### src/rtl/dmem_port_arbiter.sv
// ----------------------------------------------------------------------------
// dmem_port_arbiter
//
// This block shares the two data-memory ports among the four M-stage lanes of
// the four-issue pipeline. In each cycle it grants up to two pending lane
// requests in lane order:
//   - the lowest pending lane goes to port 0;
//   - the next pending lane goes to port 1.
// Load data for each lane is held in a register until the whole bundle has
// been served. stallM_all stays high until every request in the bundle has
// been granted, and the earlier pipeline stages OR it into their stalls.
//
// Ports
//   clk, reset                   clock and asynchronous active-high reset
//   memtoregM..M4                lane k has a load in M
//   memwriteM..M4                lane k has a store in M (drives we)
//   aluoutM..M4                  lane k byte address
//   writedataM..M4               lane k store data
//   rdata0 / rdata1              combinational read data from port 0 / port 1
//   en0/we0/addr0/wdata0         port 0 controls (all zero when unused)
//   en1/we1/addr1/wdata1         port 1 controls (all zero when unused)
//   readdataM..M4                per-lane load result
//   memstallM3 / memstallM4      lane 3 / lane 4 still unserved after this cycle
//   stallM_all                   bundle still has unserved requests
// ----------------------------------------------------------------------------
module dmem_port_arbiter #(
    parameter int AW = 32,
    parameter int DW = 32
) (
    input  logic          clk,
    input  logic          reset,
    input  logic          memtoregM,
    input  logic          memtoregM2,
    input  logic          memtoregM3,
    input  logic          memtoregM4,
    input  logic          memwriteM,
    input  logic          memwriteM2,
    input  logic          memwriteM3,
    input  logic          memwriteM4,
    input  logic [AW-1:0] aluoutM,
    input  logic [AW-1:0] aluoutM2,
    input  logic [AW-1:0] aluoutM3,
    input  logic [AW-1:0] aluoutM4,
    input  logic [DW-1:0] writedataM,
    input  logic [DW-1:0] writedataM2,
    input  logic [DW-1:0] writedataM3,
    input  logic [DW-1:0] writedataM4,
    input  logic [DW-1:0] rdata0,
    input  logic [DW-1:0] rdata1,
    output logic          we0,
    output logic          we1,
    output logic          en0,
    output logic          en1,
    output logic [AW-1:0] addr0,
    output logic [AW-1:0] addr1,
    output logic [DW-1:0] wdata0,
    output logic [DW-1:0] wdata1,
    output logic [DW-1:0] readdataM,
    output logic [DW-1:0] readdataM2,
    output logic [DW-1:0] readdataM3,
    output logic [DW-1:0] readdataM4,
    output logic          memstallM3,
    output logic          memstallM4,
    output logic          stallM_all
);

    logic [3:0]    ld;
    logic [3:0]    st;
    logic [3:0]    req;
    logic [3:0]    pending;
    logic [3:0]    gnt;
    logic [3:0]    served_q;
    logic [3:0]    served_d;
    logic [AW-1:0] lane_addr [4];
    logic [DW-1:0] lane_wdata[4];
    logic [DW-1:0] hold_q    [4];
    logic [DW-1:0] hold_d    [4];
    logic [DW-1:0] lane_rd   [4];
    logic [DW-1:0] port_data;
    logic [1:0]    g1;
    logic [1:0]    g2;
    logic          g1_vld;
    logic          g2_vld;
    logic          g2_ok;

    // Gather the per-lane inputs into arrays so that lanes can be indexed.
    always_comb begin
        ld = {memtoregM4, memtoregM3, memtoregM2, memtoregM};
        st = {memwriteM4, memwriteM3, memwriteM2, memwriteM};
        lane_addr[0]  = aluoutM;
        lane_addr[1]  = aluoutM2;
        lane_addr[2]  = aluoutM3;
        lane_addr[3]  = aluoutM4;
        lane_wdata[0] = writedataM;
        lane_wdata[1] = writedataM2;
        lane_wdata[2] = writedataM3;
        lane_wdata[3] = writedataM4;
    end

    // Grant selection.
    always_comb begin
        req = ld | st;
        // While reset is asserted, nothing is pending. The ports and the
        // stalls therefore drop to zero at once.
        pending = req & ~served_q & {4{~reset}};
        g1     = 2'd0;
        g2     = 2'd0;
        g1_vld = 1'b0;
        g2_vld = 1'b0;
        for (int k = 0; k < 4; k++) begin
            if (pending[k]) begin
                if (!g1_vld) begin
                    g1_vld = 1'b1;
                    g1     = 2'(k);
                end else if (!g2_vld) begin
                    g2_vld = 1'b1;
                    g2     = 2'(k);
                end
            end
        end
        // If both grants hit the same word and either one writes, the
        // second lane waits. Lane order is then kept for RAW/WAR/WAW to
        // that word.
        g2_ok = g2_vld;
        if (g1_vld && g2_vld &&
            (lane_addr[g1][AW-1:2] == lane_addr[g2][AW-1:2]) &&
            (st[g1] || st[g2])) begin
            g2_ok = 1'b0;
        end
        gnt = 4'b0000;
        if (g1_vld) gnt[g1] = 1'b1;
        if (g2_ok)  gnt[g2] = 1'b1;
    end

    // Port drive, stalls and next served mask.
    always_comb begin
        en0    = g1_vld;
        we0    = g1_vld & st[g1];
        addr0  = g1_vld ? lane_addr[g1]  : '0;
        wdata0 = g1_vld ? lane_wdata[g1] : '0;
        en1    = g2_ok;
        we1    = g2_ok & st[g2];
        addr1  = g2_ok ? lane_addr[g2]  : '0;
        wdata1 = g2_ok ? lane_wdata[g2] : '0;

        stallM_all = |(pending & ~gnt);
        memstallM3 = pending[2] & ~gnt[2];
        memstallM4 = pending[3] & ~gnt[3];

        // The served mask is cleared on the last cycle of a bundle, so the
        // next bundle starts fresh.
        served_d = stallM_all ? (served_q | gnt) : 4'b0000;
    end

    // Per-lane load data: a granted lane sees its port live. Any other lane
    // sees the value captured when it was granted.
    always_comb begin
        port_data = '0;
        for (int k = 0; k < 4; k++) begin
            port_data  = (g2_ok && (g2 == 2'(k))) ? rdata1 : rdata0;
            lane_rd[k] = gnt[k] ? port_data : hold_q[k];
            hold_d[k]  = (gnt[k] && ld[k]) ? port_data : hold_q[k];
        end
    end

    assign readdataM  = lane_rd[0];
    assign readdataM2 = lane_rd[1];
    assign readdataM3 = lane_rd[2];
    assign readdataM4 = lane_rd[3];

    always_ff @(posedge clk or posedge reset) begin
        if (reset) begin
            served_q <= 4'b0000;
            for (int k = 0; k < 4; k++) hold_q[k] <= '0;
        end else begin
            served_q <= served_d;
            for (int k = 0; k < 4; k++) hold_q[k] <= hold_d[k];
        end
    end

endmodule
### config.mk
export PLATFORM = sky130hd
export DESIGN_NAME = dmem_port_arbiter
export DESIGN_NICKNAME = d
export VERILOG_FILES = /design/src/rtl/dmem_port_arbiter.sv
export SDC_FILE = /design/constraint.sdc
export NUM_CORES = 1
export LEC_CHECK = 0
export ABC_CLOCK_PERIOD_IN_PS = 8900
export BUFFER_PORTS_ARGS = -buffer_cell sky130_fd_sc_hd__buf_4
export CAP_MARGIN = 25
export CORE_AREA = 2 2 229 231
export CTS_BUF_LIST = sky130_fd_sc_hd__clkbuf_4 sky130_fd_sc_hd__clkbuf_8
export CTS_CLUSTER_DIAMETER = 120
export CTS_CLUSTER_SIZE = 10
export DETAILED_ROUTE_END_ITERATION = 16
export DIE_AREA = 0 0 231 233
export HOLD_SLACK_MARGIN = 0.06
export PLACE_DENSITY = 0.61
export SLEW_MARGIN = 20
export SYNTH_ARGS = -nofsm -noshare
export SYNTH_HDL_FRONTEND = slang
export SYNTH_SLANG_ARGS = --single-unit
### constraint.sdc
create_clock -name clk -period 8.9 [get_ports clk]
set_input_delay 1.78 -clock clk [delete_from_list [all_inputs] [get_ports clk]]
set_output_delay 1.78 -clock clk [all_outputs]
set_load 0.02 [all_outputs]
==> impl_metrics.json, run 1 <==
{
  "status": "finished clean",
  "syn_nets": 1864,
  "cp_slowest_stage_delay_ps": 640,
  "syn_to_final_growth_pct": 45.4,
  "crit_buf_inv": 7,
  "drive_gt1_share_pct": 43.2,
  "ys_seq_elements": 132,
  "setup_tns_ps": 0,
  "post_cts_buffers": 0,
  "grt_pass1_vias": 14797,
  "syn_inst": 1528,
  "portBuffers": 592,
  "reg2regPathDepth": 17,
  "cp_max_fo": 20,
  "hold_path.class": "reg -> reg",
  "final_nets": 2397,
  "ys.flop_type": "dfrtp_1",
  "cp_top_family": "compound AO/OA/AOI/OAI gates",
  "grt_pass1_wl_um": 99900,
  "die_x_um": 231,
  "async_reset_ff_share_pct": 100,
  "crit_required_ps": 7120,
  "h-tree-depth": 4,
  "ir_drop_mv": 0.244,
  "hold_path_end": "hold_q[88]",
  "wirelength_um": 69400,
  "synthTopCellsByArea": "dfrtp_1, mux2_2, mux2i_1",
  "fill_cells": 5235,
  "gp_congestion": 0.968,
  "cp-end-kind": "output pin",
  "rsz0062_at_grt": "no",
  "io_pins": 593,
  "synth_largest_area_cell": "dfrtp_1",
  "r2r_start": "served_q[1]",
  "yosys-mux-area-fraction_pct": 30.5,
  "yosys_warnings": 0,
  "grt_max_degree": 69,
  "max-slew-margin-rel_pct": 43.8,
  "grt_remaining_overflow": 0,
  "max-cap-violations": 0,
  "dieArea_um2": 53800,
  "max_freq_mhz": 116,
  "synth_top_family_by_area": "multiplexers",
  "root_buffer": "clkbuf_8",
  "reg2reg_slack_ps": 3190,
  "synth-adder-area-share_pct": 0.567,
  "crit_chain": "buf_4, nor2_1, o21a_1, inv_1, ha_1, a21boi_2, o21ai_4, buf_12, buf_4, mux2_2, xor2_1, nand4_1, or4_1, o31ai_4, inv_2, nand3_2, buf_4, o22ai_1, a21oi_1, buf_4",
  "multiInputGateArea_um2": 9280,
  "cts_resized": 0,
  "clock_latency_ps": 500,
  "rows": 83,
  "worst_path_max_delay_cell": "or4_1",
  "yosysTopAreaCellShare_pct": 25.0,
  "register_area_um2": 3300,
  "tightest_slew_ps": 843,
  "ys_seq_area_share_pct": 25.0,
  "drv_slew": 0,
  "synth_compound_area_share_pct": 19.3,
  "fin_skew_ps": 13.1,
  "post-route-period-util_pct": 97.0,
  "reg2reg_to": "hold_q[88]",
  "arrival_ps": 6850,
  "syn-mean-instance-area_um2": 8.66,
  "dp_hpwl_um": 53700,
  "powerDensity_nw_per_um2": 337,
  "cts_max_path_buffers": 2,
  "synth_most_common_cell": "nand2_1",
  "drt-initial-drc-count": 1102,
  "wire_per_inst_um": 25.0,
  "leakagePower_uw": 0.00877,
  "start_kind": "input port",
  "final_util_pct": 37.7,
  "clk_pin_slew_worst_paths_ps": 80,
  "dieHeight_um": 233,
  "cts_made_buffers": 17,
  "firstDrtPassIters": 5,
  "initial_core_util_pct": 25.9,
  "via_per_inst": 5.43,
  "min_from": "hold_q[88]",
  "antenna_found_initial": 24,
  "setup.worst_path.class": "in -> out",
  "synth_edf_count": 0,
  "synthXorXnorAreaFrac_pct": 2.12,
  "drc": 0,
  "hold_buffers": 0,
  "netlist_area_um2": 13200,
  "cts_sinks": 132,
  "synth-simple-area-share_pct": 16.5,
  "cts_tree": "done",
  "synthDistinctLibCells": 67,
  "core_area_um2": 51100,
  "synth_common_cells": "nand2_1, dfrtp_1, mux2_2, mux2i_1, clkbuf_1",
  "min_period_ps": 8630,
  "drtAntennaViolNets": 0,
  "finalHoldViolCount": 0,
  "whs_path_depth": 1,
  "vias": 15075,
  "grtUsageTotal_pct": 24.7,
  "final-setup-viol-count": 0,
  "crit_top_cell": "buf_4"
}
[per-layer routing]
layer	vias up	global-route usage, %	share of wire [%]
li1	6718	-	-
met2	753	42.7	50
met4	0	12.5	4.0
met3	130	4.67	7.0
met5	-	0	0
met1	7474	29.2	39
[stage by stage]
step | hold slack [ps] | cell area, um^2 | power [uW] | instances | setup WS, ps
after floorplan | 457 | 13200 | 3890 | 1528 | 707
after global placement | 475 | 18600 | 5810 | 2713 | 285
after detailed placement | 482 | 18600 | 5860 | 2714 | 288
after CTS | 500 | 19100 | 6490 | 2745 | 262
after global routing | 509 | 19300 | 6860 | 2775 | 51.4
final | 496 | 19300 | 6480 | 2775 | 271
[logic make-up after synthesis]
kind of cell / count (synthesis)
DFF: 132
adders and majority gates: 6
and+or+nand+nor: 487
muxes: 329
AOI/OAI and AO/OA: 354
buffers and inverters: 188
xor gates and xnor gates: 32
[placed cells by master, fill, tap and decap left out, types with 21 or more instances in the layout]
cell type  netlist  routed
a21oi_1         38      37
a2bb2oi_1       66      66
a311oi_1        35      35
a31oi_1         34      34
and2_1          68      67
and3_1          41      41
buf_4            5     644
clkbuf_8         0      22
dfrtp_1        132     132
diode_2          0      22
inv_1           43      42
mux2_1          34      34
mux2_2         129     129
mux2i_1        122     122
mux4_2          43      43
nand2_1        272     272
nor2_1          78      76
o21ai_0         43      43
o221ai_1        21      21
o22ai_1         68      68
[where the power goes]
part           total (uW)  switching [uW]  internal (uW)
clock network         600             256            344
logic                4830            2750           2080
registers            1050             153            898
total                6480            3160           3320
[layout make-up]
type | instances | share of cell area, %
Antenna cell | 22 | 0.286
Clock buffer | 23 | 1.61
Clock inverter | 8 | 0.760
Inverter | 44 | 0.884
Multi-Input combinational cell | 1208 | 48.2
Sequential cell | 132 | 17.2
Tap cell | 680 | 4.42
Timing Repair Buffer | 658 | 26.7
[worst max-delay path by stage]
stage	start	to	depth (start not counted)
6_report	reset	readdataM4[20]	20
5_1_grt	reset	readdataM2[0]	19
4_1_cts	reset	readdataM2[0]	19
3_5_place_dp	reset	readdataM2[0]	19
3_3_place_gp	reset	readdataM2[0]	17
2_1_floorplan	memtoregM	readdataM[0]	20
[sequential cells by signal (all words and copies together), names as in the netlist]
signal    cells
hold_q      128
served_q      4
(Power assumes the default switching activity.)
==> inputs of run 2 (changes only) <==
Settings changed: ABC_CLOCK_PERIOD_IN_PS 8900 to 11100, CORE_AREA 2 2 229 231 to 2 2 233 235, DIE_AREA 0 0 231 233 to 0 0 235 237, PLACE_DENSITY 0.61 to 0.6.
Clock period 8.9 ns to 11.1 ns, I/O delays scaled along.
==> run 2 against run 1 <==
Largest power group unchanged. Largest cell class unchanged. Critical endpoint is now readdataM[15]. Clock-buffer cell count is 1 lower. Cell count is 0.72% lower. Sequential share of layout area is 0.25 points higher.
==> impl_metrics.json, run 2 (synthesized netlist as in run 1, its figures left out) <==
{
  "status": "finished clean",
  "post-route-period-util_pct": 95.4,
  "final-setup-viol-count": 0,
  "p_seq_share_pct": 16.1,
  "arrival_ps": 8370,
  "wire_per_inst_um": 26.6,
  "leakagePower_uw": 0.00864,
  "dieHeight_um": 237,
  "drtAntennaViolNets": 0,
  "drc": 0,
  "fin_skew_ps": 13.1,
  "crit_required_ps": 8880,
  "cp-end-kind": "output pin",
  "setup.worst_path.class": "in -> out",
  "final_util_pct": 35.6,
  "use_met2_pct": 43.5,
  "multiInputGateArea_um2": 9280,
  "hold_path.class": "reg -> reg",
  "tightest_slew_ps": 1010,
  "syn_to_final_growth_pct": 43.4,
  "max-slew-margin-rel_pct": 32.3,
  "grt_pass1_vias": 15132,
  "grt_pass1_wl_um": 106000,
  "cts_tree": "done",
  "rows": 85,
  "cp_slowest_stage_delay_ps": 610,
  "h-tree-depth": 4,
  "grt_remaining_overflow": 0,
  "portBuffers": 592,
  "busiest_layer": "met2",
  "finalHoldViolCount": 0,
  "max-cap-violations": 0,
  "fin_cells": 2755,
  "crit_chain": "buf_4, nor3_1, inv_1, ha_1, nor4_1, a211o_2, buf_4, mux2i_1, xor2_1, or4_1, or4_4, o31ai_4, inv_2, nand3_4, buf_12, nor2_1, a31oi_1, buf_4",
  "cts_made_buffers": 17,
  "fill_cells": 5497,
  "crit_top_cell": "buf_4",
  "die_x_um": 235,
  "initial_core_util_pct": 24.8,
  "final_common_cell": "buf_4",
  "p_int_uw": 2600,
  "largestRegisters": "hold_q (128), served_q (4)",
  "grtUsageTotal_pct": 25.4,
  "place_area_um2": 18500,
  "via_per_inst": 5.39,
  "core_area_um2": 53300,
  "max_freq_mhz": 94.4,
  "p_clk_share_pct": 8.6,
  "drt-initial-drc-count": 945,
  "cts_max_path_buffers": 2,
  "top_register": "hold_q",
  "sw_frac_of_total_pct": 50.4,
  "antenna_found_initial": 6,
  "clk_pin_slew_worst_paths_ps": 70,
  "use_met3_pct": 5.90,
  "cts_sinks": 132,
  "ir_drop_mv": 0.168,
  "largest_register_ffs": 128,
  "start_kind": "input port",
  "hold_buffers": 0,
  "powerDensity_nw_per_um2": 276,
  "setup_tns_ps": 0,
  "drv_slew": 0,
  "vias": 14858,
  "firstDrtPassIters": 5,
  "min_period_ps": 10590,
  "grt_max_degree": 70,
  "comb_power_share_pct": 75.3,
  "cp_max_fo": 56,
  "register_area_um2": 3300,
  "drive_gt1_share_pct": 42.6,
  "rsz0062_at_grt": "no",
  "worst_path_max_delay_cell": "nand3_4",
  "wirelength_um": 73400,
  "post_cts_buffers": 0,
  "final_nets": 2376,
  "netSwitchingPower_uw": 2640,
  "layout_common_cells": "buf_4, nand2_1, dfrtp_1, mux2_2, mux2i_1",
  "dieArea_um2": 55700,
  "post-place-cells": 2716,
  "dp_hpwl_um": 56500,
  "clock_latency_ps": 480,
  "cts_resized": 0,
  "use_met1_pct": 29.6,
  "io_pins": 593,
  "total_power_uw": 5250,
  "fin_area_um2": 19000,
  "gp_congestion": 0.952,
  "root_buffer": "clkbuf_8"
}
[run 2: power groups by stage]
stage | Combinational, uW | Sequential [uW] | Clock, uW
after floorplan | 2310 | 810 | 0
after global placement | 3900 | 833 | 0
after detailed placement | 3940 | 844 | 0
after CTS | 3960 | 840 | 467
after global routing | 4180 | 872 | 486
final | 3950 | 843 | 452
[run 2: worst paths after layout]
path	startpoint	to	slack (ps)	cells after the start
setup / recovery	reset	readdataM[15]	510	18
hold / removal	hold_q[80]	hold_q[80]	500	1
setup reg to reg	served_q[0]	hold_q[66]	4310	15
hold reg to reg	hold_q[80]	hold_q[80]	500	1
max in group asynchronous	reset	hold_q[76]	7860	3
min in group asynchronous	reset	served_q[2]	1870	2
[run 2: worst max-delay path: cells and delay by family]
family                   cells  cell delay (ps)
multiplexers                 1              280
AND/OR/NAND/NOR              6             2840
XOR/XNOR                     1              100
adder cells (fa/ha/maj)      1              270
AO/OA/AOI/OAI                3             1090
buffers and inverters        6             1510
[run 2: per-stage QoR]
step | hold slack, ps | setup slack [ps]
6_report | 496 | 506
4_1_cts | 500 | 529
5_1_grt | 510 | 50.1
3_5_place_dp | 474 | 549
2_1_floorplan | 457 | 2030
3_3_place_gp | 468 | 621
[run 2: layout make-up]
cell class | instances | share of cell area, %
inverters | 44 | 0.897
flip-flops and latches | 132 | 17.4
well taps | 696 | 4.59
clock buffers | 22 | 1.56
diodes | 7 | 0.0923
clock inverters | 9 | 0.666
multi-input cells | 1208 | 48.9
repair buffers | 637 | 25.9
[run 2: metal layers]
layer  vias to the layer above  share of wire [%]
met5                         -              0.026
met4                         4                5.1
met3                        98                7.1
met2                       686                 49
met1                      7417                 38
li1                       6653                  -
==> inputs of run 3 (changes only) <==
Settings changed: CTS_BUF_LIST sky130_fd_sc_hd__clkbuf_4 sky130_fd_sc_hd__clkbuf_8 to sky130_fd_sc_hd__clkbuf_2.
==> run 3 against run 2 <==
Worst setup slack worse by 1.5 ps. Global-route usage is essentially flat. Critical path depth unchanged. Via count is essentially flat. Wire length shrank 0.17%. Sequential power down 0.5%. Sequential share of layout area is 0.19 points higher. Clock power is 30% lower. Cell count about the same. Fmax hardly changed. First-iteration DRC count is 3.2% higher. Sequential cell count did not move. Critical endpoint unchanged.
==> impl_metrics.json, run 3 (synthesized netlist as in run 1, its figures left out) <==
{
  "cts_made_buffers": 17,
  "reg2reg_to": "hold_q[64]",
  "rows": 85,
  "ir_drop_mv": 0.156,
  "dp_hpwl_um": 56500,
  "reg2reg_slack_ps": 4300,
  "finalHoldViolCount": 0,
  "syn_to_final_growth_pct": 41.8,
  "die_x_um": 235,
  "cp-end-kind": "output pin",
  "firstDrtPassIters": 5,
  "clk_pin_slew_worst_paths_ps": 190,
  "cp_top_family": "simple AND/OR/NAND/NOR gates",
  "h-tree-depth": 4,
  "register_area_um2": 3300,
  "drtAntennaViolNets": 0,
  "cp.depth": 18,
  "grt_pass1_wl_um": 105000,
  "crit_required_ps": 8880,
  "grt_pass1_vias": 15125,
  "crit_chain": "buf_4, nor3_1, inv_1, ha_1, nor4_1, a211o_2, buf_4, mux2i_1, xor2_1, or4_1, or4_4, o31ai_4, inv_2, nand3_4, buf_12, nor2_1, a31oi_1, buf_4",
  "cts_sinks": 132,
  "vias": 14867,
  "rsz0062_at_grt": "no",
  "grtUsageTotal_pct": 25.3,
  "wirelength_um": 73300,
  "total_power_uw": 5100,
  "final-setup-viol-count": 0,
  "multiInputGateArea_um2": 9280,
  "crit_start": "reset",
  "hold_path.class": "reg -> reg",
  "tightest_slew_ps": 1030,
  "leakagePower_uw": 0.00856,
  "grt_max_degree": 70,
  "start_kind": "input port",
  "root_buffer": "clkbuf_2",
  "post-route-period-util_pct": 95.5,
  "drv_slew": 0,
  "cp_max_fo": 56,
  "drive_gt1_share_pct": 42.4,
  "setup.worst_path.class": "in -> out",
  "largestRegisters": "hold_q (128), served_q (4)",
  "final_nets": 2376,
  "wire_per_inst_um": 26.6,
  "powerDensity_nw_per_um2": 272,
  "clock_latency_ps": 810,
  "reg2regPathDepth": 15,
  "arrival_ps": 8380,
  "post_cts_buffers": 0,
  "via_per_inst": 5.40,
  "fill_cells": 5529,
  "max_freq_mhz": 94.4,
  "fin_skew_ps": 32.6,
  "core_area_um2": 53300,
  "cts_tree": "done",
  "critPathCapture": "readdataM[15]",
  "grt_remaining_overflow": 0,
  "top_register": "hold_q",
  "hold_buffers": 0,
  "cts_resized": 0,
  "final_common_cell": "buf_4",
  "drc": 0,
  "setup_tns_ps": 0,
  "cts_max_path_buffers": 2,
  "worst_path_max_delay_cell": "nand3_4",
  "initial_core_util_pct": 24.8,
  "r2r_start": "served_q[0]",
  "max-slew-margin-rel_pct": 31.0,
  "status": "finished clean",
  "io_pins": 593,
  "gp_congestion": 0.952,
  "crit_top_cell": "buf_4",
  "dieArea_um2": 55700,
  "portBuffers": 592,
  "largest_register_ffs": 128,
  "max-cap-violations": 0,
  "crit_buf_inv": 6,
  "layout_common_cells": "buf_4, nand2_1, dfrtp_1, mux2_2, mux2i_1",
  "drt-initial-drc-count": 975,
  "min_period_ps": 10600,
  "cp_slowest_stage_delay_ps": 610,
  "antenna_found_initial": 7,
  "dieHeight_um": 237
}
[run 3: routing by layer]
metal  up-vias  share of wire (%)  GRT usage [%]
met5         -              0.026              0
met4         4                5.2           12.9
met3       113                7.4           5.93
met2       698                 49           43.4
met1      7395                 38           29.5
li1       6657                  -              -
[run 3: area by class of cell]
cell class / count / share of cell area (%)
Multi-Input combinational cell: 1208 / 49.4
Timing Repair Buffer: 637 / 26.1
Sequential cell: 132 / 17.6
Tap cell: 696 / 4.64
Inverter: 44 / 0.906
Clock inverter: 13 / 0.753
Clock buffer: 18 / 0.480
Antenna cell: 6 / 0.0800
[run 3: per-stage QoR]
stage	setup slack (ps)	hold slack [ps]	cells	util [%]	area [um^2]
after floorplan	2030	457	1528	-	13200
after global placement	621	468	2713	34.6	18400
after detailed placement	549	474	2716	34.7	18500
after CTS	529	524	2747	35.2	18700
after global routing	50.8	537	2753	35.2	18800
final	504	519	2754	35.2	18800
[run 3: where the power goes]
part / internal [uW] / switching (uW)
logic: 1630 / 2310
clock network: 121 / 196
registers: 716 / 123
total: 2470 / 2630
[run 3: worst min path at each step]
stage,to,startpoint,slack [ps],cells past startpoint
2_1_floorplan,hold_q[66],hold_q[66],460,1
3_3_place_gp,hold_q[80],hold_q[80],470,1
3_5_place_dp,hold_q[88],hold_q[88],470,1
5_1_grt,hold_q[88],hold_q[88],540,1
4_1_cts,hold_q[80],hold_q[80],520,1
6_report,hold_q[80],hold_q[80],520,1
